`src/rtl/mux8_rr_arbiter.sv`:
```
// Round-robin arbiter and sequencer for a shared 8:1 single-bit mux channel.
// Latency: grant 1 cycle after request; q/q_valid 1 cycle after the beat.
// Backpressure: the owner is released when en or its req drops, or when its burst is spent.
//
// Ports:
//    clk, rst_n     - rising-edge clock, asynchronous active-low reset
//    en             - arbiter enable; low blocks new grants and ends the active one
//    req[7:0]       - level-sensitive per-requester requests
//    data_in[7:0]   - mux data inputs, bit i belongs to requester i
//    sel[2:0]       - registered mux select (current or last owner)
//    gnt[7:0]       - registered one-hot grant, zero when no grant is active
//    q, q_valid     - registered selected data bit and its one-cycle beat flag
//    busy           - high while a grant or the post-release gap is in progress
module mux8_rr_arbiter #(
   parameter int MAX_BURST = 4
) (
   input  logic       clk,
   input  logic       rst_n,
   input  logic       en,
   input  logic [7:0] req,
   input  logic [7:0] data_in,
   output logic [2:0] sel,
   output logic [7:0] gnt,
   output logic       q,
   output logic       q_valid,
   output logic       busy
);

   typedef enum logic [1:0] {
      IDLE  = 2'd0,
      GRANT = 2'd1,
      GAP   = 2'd2
   } state_t;

   localparam logic [3:0] LAST_BEAT = 4'(MAX_BURST - 1);

   state_t     state;
   state_t     state_nxt;
   logic [2:0] ptr;
   logic [2:0] ptr_nxt;
   logic [3:0] beat_cnt;
   logic [3:0] beat_cnt_nxt;
   logic [2:0] sel_nxt;
   logic [7:0] gnt_nxt;
   logic       q_nxt;
   logic       q_valid_nxt;

   logic [2:0] winner;
   logic       winner_vld;
   logic       beat;
   logic       release_gnt;

   // Circular priority search starting at ptr. Scanning from the farthest
   // offset down to offset 0 lets the nearest set request win.
   always_comb begin
      logic [2:0] idx;
      winner     = '0;
      winner_vld = 1'b0;
      idx        = '0;
      for (int i = 7; i >= 0; i--) begin
         idx = ptr + 3'(i);
         if (req[idx]) begin
            winner     = idx;
            winner_vld = 1'b1;
         end
      end
   end

   // A beat needs the owner still requesting with the arbiter enabled. Any
   // non-beat cycle in GRANT is a release, so simultaneous burst-limit with
   // req/en drop releases without recording a beat.
   assign beat        = (state == GRANT) && en && req[sel];
   assign release_gnt = (state == GRANT) && (!beat || (beat_cnt == LAST_BEAT));

   // State register
   always_ff @(posedge clk or negedge rst_n) begin
      if (!rst_n) begin
         state <= IDLE;
      end else begin
         state <= state_nxt;
      end
   end

   // Next-state logic
   always_comb begin
      state_nxt = state;
      case (state)
         IDLE:    if (en && winner_vld) state_nxt = GRANT;
         GRANT:   if (release_gnt)      state_nxt = GAP;
         GAP:                           state_nxt = IDLE;
         default:                       state_nxt = IDLE;
      endcase
   end

   // Output logic: next values of the registered outputs and bookkeeping
   always_comb begin
      sel_nxt      = sel;
      gnt_nxt      = gnt;
      q_nxt        = q;
      q_valid_nxt  = 1'b0;
      ptr_nxt      = ptr;
      beat_cnt_nxt = beat_cnt;
      case (state)
         IDLE: begin
            gnt_nxt = '0;
            if (en && winner_vld) begin
               sel_nxt      = winner;
               gnt_nxt      = 8'b1 << winner;
               beat_cnt_nxt = '0;
            end
         end
         GRANT: begin
            if (beat) begin
               q_nxt        = data_in[sel];
               q_valid_nxt  = 1'b1;
               beat_cnt_nxt = beat_cnt + 4'd1;
            end
            if (release_gnt) begin
               gnt_nxt = '0;
               // Releasing requester becomes lowest priority
               ptr_nxt = sel + 3'd1;
            end
         end
         default: begin
            gnt_nxt = '0;
         end
      endcase
   end

   always_ff @(posedge clk or negedge rst_n) begin
      if (!rst_n) begin
         sel      <= '0;
         gnt      <= '0;
         q        <= 1'b0;
         q_valid  <= 1'b0;
         ptr      <= '0;
         beat_cnt <= '0;
      end else begin
         sel      <= sel_nxt;
         gnt      <= gnt_nxt;
         q        <= q_nxt;
         q_valid  <= q_valid_nxt;
         ptr      <= ptr_nxt;
         beat_cnt <= beat_cnt_nxt;
      end
   end

   assign busy = (state == GRANT) || (state == GAP);

endmodule

```
`config.mk`:
```
export PLATFORM = sky130hd
export DESIGN_NAME = mux8_rr_arbiter
export DESIGN_NICKNAME = d
export VERILOG_FILES = /design/src/rtl/mux8_rr_arbiter.sv
export SDC_FILE = /design/constraint.sdc
export NUM_CORES = 1
export LEC_CHECK = 0
export BUFFER_PORTS_ARGS = -buffer_cell sky130_fd_sc_hd__buf_2
export CAP_MARGIN = 20
export CELL_PAD_IN_SITES_DETAIL_PLACEMENT = 1
export CELL_PAD_IN_SITES_GLOBAL_PLACEMENT = 1
export CORE_MARGIN = 3
export CORE_UTILIZATION = 49
export CTS_CLUSTER_DIAMETER = 120
export DETAILED_ROUTE_END_ITERATION = 10
export GPL_TIMING_DRIVEN = 0
export PLACE_DENSITY_LB_ADDON = 0.1
export SETUP_SLACK_MARGIN = 0.5
export SLEW_MARGIN = 15
export SYNTH_ARGS = -nofsm -noshare
export SYNTH_HDL_FRONTEND = slang
export SYNTH_SLANG_ARGS = --single-unit
export TNS_END_PERCENT = 50
```
`constraint.sdc`:
```
create_clock -name clk -period 7.7 [get_ports clk]
set_input_delay 1.155 -clock clk [delete_from_list [all_inputs] [get_ports clk]]
set_output_delay 1.155 -clock clk [all_outputs]
set_load 0.005 [all_outputs]
```
==> out/qor.yml <==
outcome:
  status: "complete, no violations"
setup_path:
  worstPathCellList: "buf_6, buf_4, inv_1, ha_1, buf_4, buf_4, mux4_2, and2_1, a311oi_1, a32oi_1, a21oi_1, o21ai_0, a32o_1"
  startpoint: "ptr[0]"
  cp-end-kind: "flop"
  criticalPathCategory: "flop to flop"
  cp-start-kind: "flop"
  r2r_start: "ptr[0]"
  crit_fanout: 10
  cp_slowest_stage_delay_ps: 430
  cpMaxStageDelayCell: "a311oi_1"
  cp.required_ps: 7840
  worst-path-buf-inv: 5
  crit_family: "compound AO/OA/AOI/OAI gates"
  path_common_cell: "buf_4"
  arrival_ps: 3700
global_routing:
  grt_pass1_vias: 2044
  grt_util_met1_pct: 35.4
  antenna_found_initial: 0
  grtUsageTotal_pct: 24.0
  grt-ovfl-total: 0
  top_usage_layer: "met2"
  grt_max_degree: 23
  met3_usage_pct: 5.95
  grt_util_met2_pct: 37.1
  grt_first_pass_wirelength_mm: 10.2
floorplan:
  ios: 33
  die_h_um: 74.5
  die_w_um: 74.5
  start_util_pct: 51.7
  coreArea_um2: 4440
  placementRows: 24
  die_area_um2: 5550
sta:
  worstMarginPinSlew_ps: 867
  final.setup_skew_ps: 7.10
  min_period_over_period_pct: 46.2
  slew_violations: 0
  tns_ps: 0
  finalWorstSetupSlack_ps: 4140
  rsz0062_at_grt: "no"
  holdWs_ps: 493
  timing.fmax_mhz: 281
  min_period_ps: 3560
  maxSlewHeadroom_pct: 41.8
  hold_viol: 0
  setup_viol: 0
final_layout:
  syn_to_final_growth_pct: 11.6
  nets: 288
  diodes: 0
  nFillCells: 513
  drive_gt1_share_pct: 30.3
placed_design:
  place.detailed.hpwl_mm: 4.96
  portBuffers: 32
  pre_cts_ws_ps: 4080
  routabilityCongestion: 0.842
cts:
  cts_tree: "yes"
  cts_sinks: 22
  cts-buffers-inserted: 3
  root_buffer: "clkbuf_8"
  postCtsSetupBuffers: 0
  cts_resized: 0
  clk_latency_ps: 260
  hold_buffers: 0
  cts_buffer_depth: 2
  htree_levels: 1
  clk_pin_slew_ps: 80
logic_synthesis:
  synth_seq_area_share_pct: 24.0
  synth_cell_types: 59
  synth_top_area_share_pct: 24.0
  syn_nets: 251
  postSynthCellCount: 226
  synth_edf_count: 0
  async_flop_share_pct: 100
  synth_area_leader_cell: "dfrtp_1"
  synth.avg_cell_area_um2: 10.2
  ys_ff_latch: 22
  synth_flop_cell: "dfrtp_1"
  synthTopCellsByArea: "dfrtp_1 24%, mux4_2 16%, mux2i_1 8.7%"
  yosysWarningCount: 0
  syn-cell-area_um2: 2300
routing:
  wl_per_cell_um: 19.9
  drtAntennaViolNets: 0
  drcViolationCount: 0
  drt-vias-per-instance: 6.36
  wl_mm: 6.24
  drt_iter0_drc: 158
  vias: 1992
  drt_pass1_iterations: 4
run:
  drv_cap: 0
min_path:
  hp-class: "flop to flop"
  hp-start: "gnt[7]"
pwr:
  peakVddDrop_uv: 263
  power_density_nw_per_um2: 487
  p_leak_nw: 1.19
through the flow:
step / power [mW] / utilization [%] / std cells / instance area (um2)
floorplan: 0.939 / - / 226 / 2300
global placement: 1.15 / 56.8 / 310 / 2520
detailed placement: 1.17 / 56.8 / 310 / 2520
CTS: 1.25 / 57.7 / 313 / 2560
global route: 1.36 / 57.7 / 313 / 2560
finish: 1.25 / 57.7 / 313 / 2560
worst reg2reg max path, delay by kind of cell (launching register included):
kind | cells | cell delay (ps)
buffers and inverters | 5 | 880
adder cells (fa/ha/maj) | 1 | 310
flip-flops | 1 | 370
multiplexers | 1 | 300
AND/OR/NAND/NOR | 1 | 170
AO/OA/AOI/OAI | 5 | 1410
power by group:
group	leakage [nW]	internal (mW)	switching, mW	total (mW)
Combinational	0.879	0.428	0.564	0.992
Sequential	0.285	0.157	0.0292	0.186
Clock	0.0216	0.0348	0.0344	0.0692
state kept, by name (all words and copies together), names as in the netlist:
register	count
state	2
beat_cnt	4
q_valid	1
ptr	3
q	1
gnt	8
sel	3
final timing paths:
path | end | slack, ps | cells after the start
worst min-delay path | gnt[7] | 490 | 2
worst max-delay path | gnt[6] | 4140 | 13
min in group asynchronous | q | 860 | 1
worst min register to register | gnt[7] | 490 | 2
worst max register to register | gnt[6] | 4140 | 13
max in group asynchronous | state[0] | 6490 | 1
placed cells by master (no fill, tap or decap), drive strengths merged, types with 6 or more instances in the layout:
master,count
buf,44
dfrtp,22
mux2i,20
nand2,20
mux4,18
inv,16
nor2,13
o21ai,13
a21oi,13
nand3,6
ha,6
metal layers:
layer  routed length, um  part of all wire, %
met4                   8                 0.13
met3                 401                  6.4
met5                   0                    0
met1                2770                   44
met2                3060                   49
area by class of cell:
type | instances | area [um2] | area share (%)
plain buffers | 14 | 103 | 4.00
clock buffers | 3 | 41.3 | 1.61
inverters | 16 | 60.1 | 2.34
multi-input cells | 174 | 1580 | 61.8
flip-flops and latches | 22 | 551 | 21.5
well taps | 52 | 65.1 | 2.54
repair buffers | 32 | 160 | 6.25
synthesized netlist by cell type (all sizes together), types with 2 or more instances:
library cell / instances
a211oi: 2
a21o: 3
a21oi: 13
a221o: 2
a311o: 2
a311oi: 2
a32o: 4
and2: 2
and3: 2
and3b: 2
and4b: 2
buf: 12
clkbuf: 2
dfrtp: 22
ha: 6
inv: 16
mux2: 5
mux2i: 20
mux4: 18
nand2: 20
nand2b: 3
nand3: 6
nor2: 13
nor3: 2
o2111ai: 2
o21a: 2
o21ai: 13
o31ai: 4
or2: 2
or3: 3
xnor2: 2
xor2: 3
logic make-up after synthesis:
logic type                 count (synthesis)  share of synthesized area, %
AOI/OAI and AO/OA                         59                          19.5
xor gates and xnor gates                   5                          3.54
adders and majority gates                  6                          3.27
buffers and inverters                     30                          7.08
DFF                                       22                          24.0
muxes                                     43                          29.1
and+or+nand+nor                           61                          13.5
Note: power is estimated with default switching activity, not from simulation.
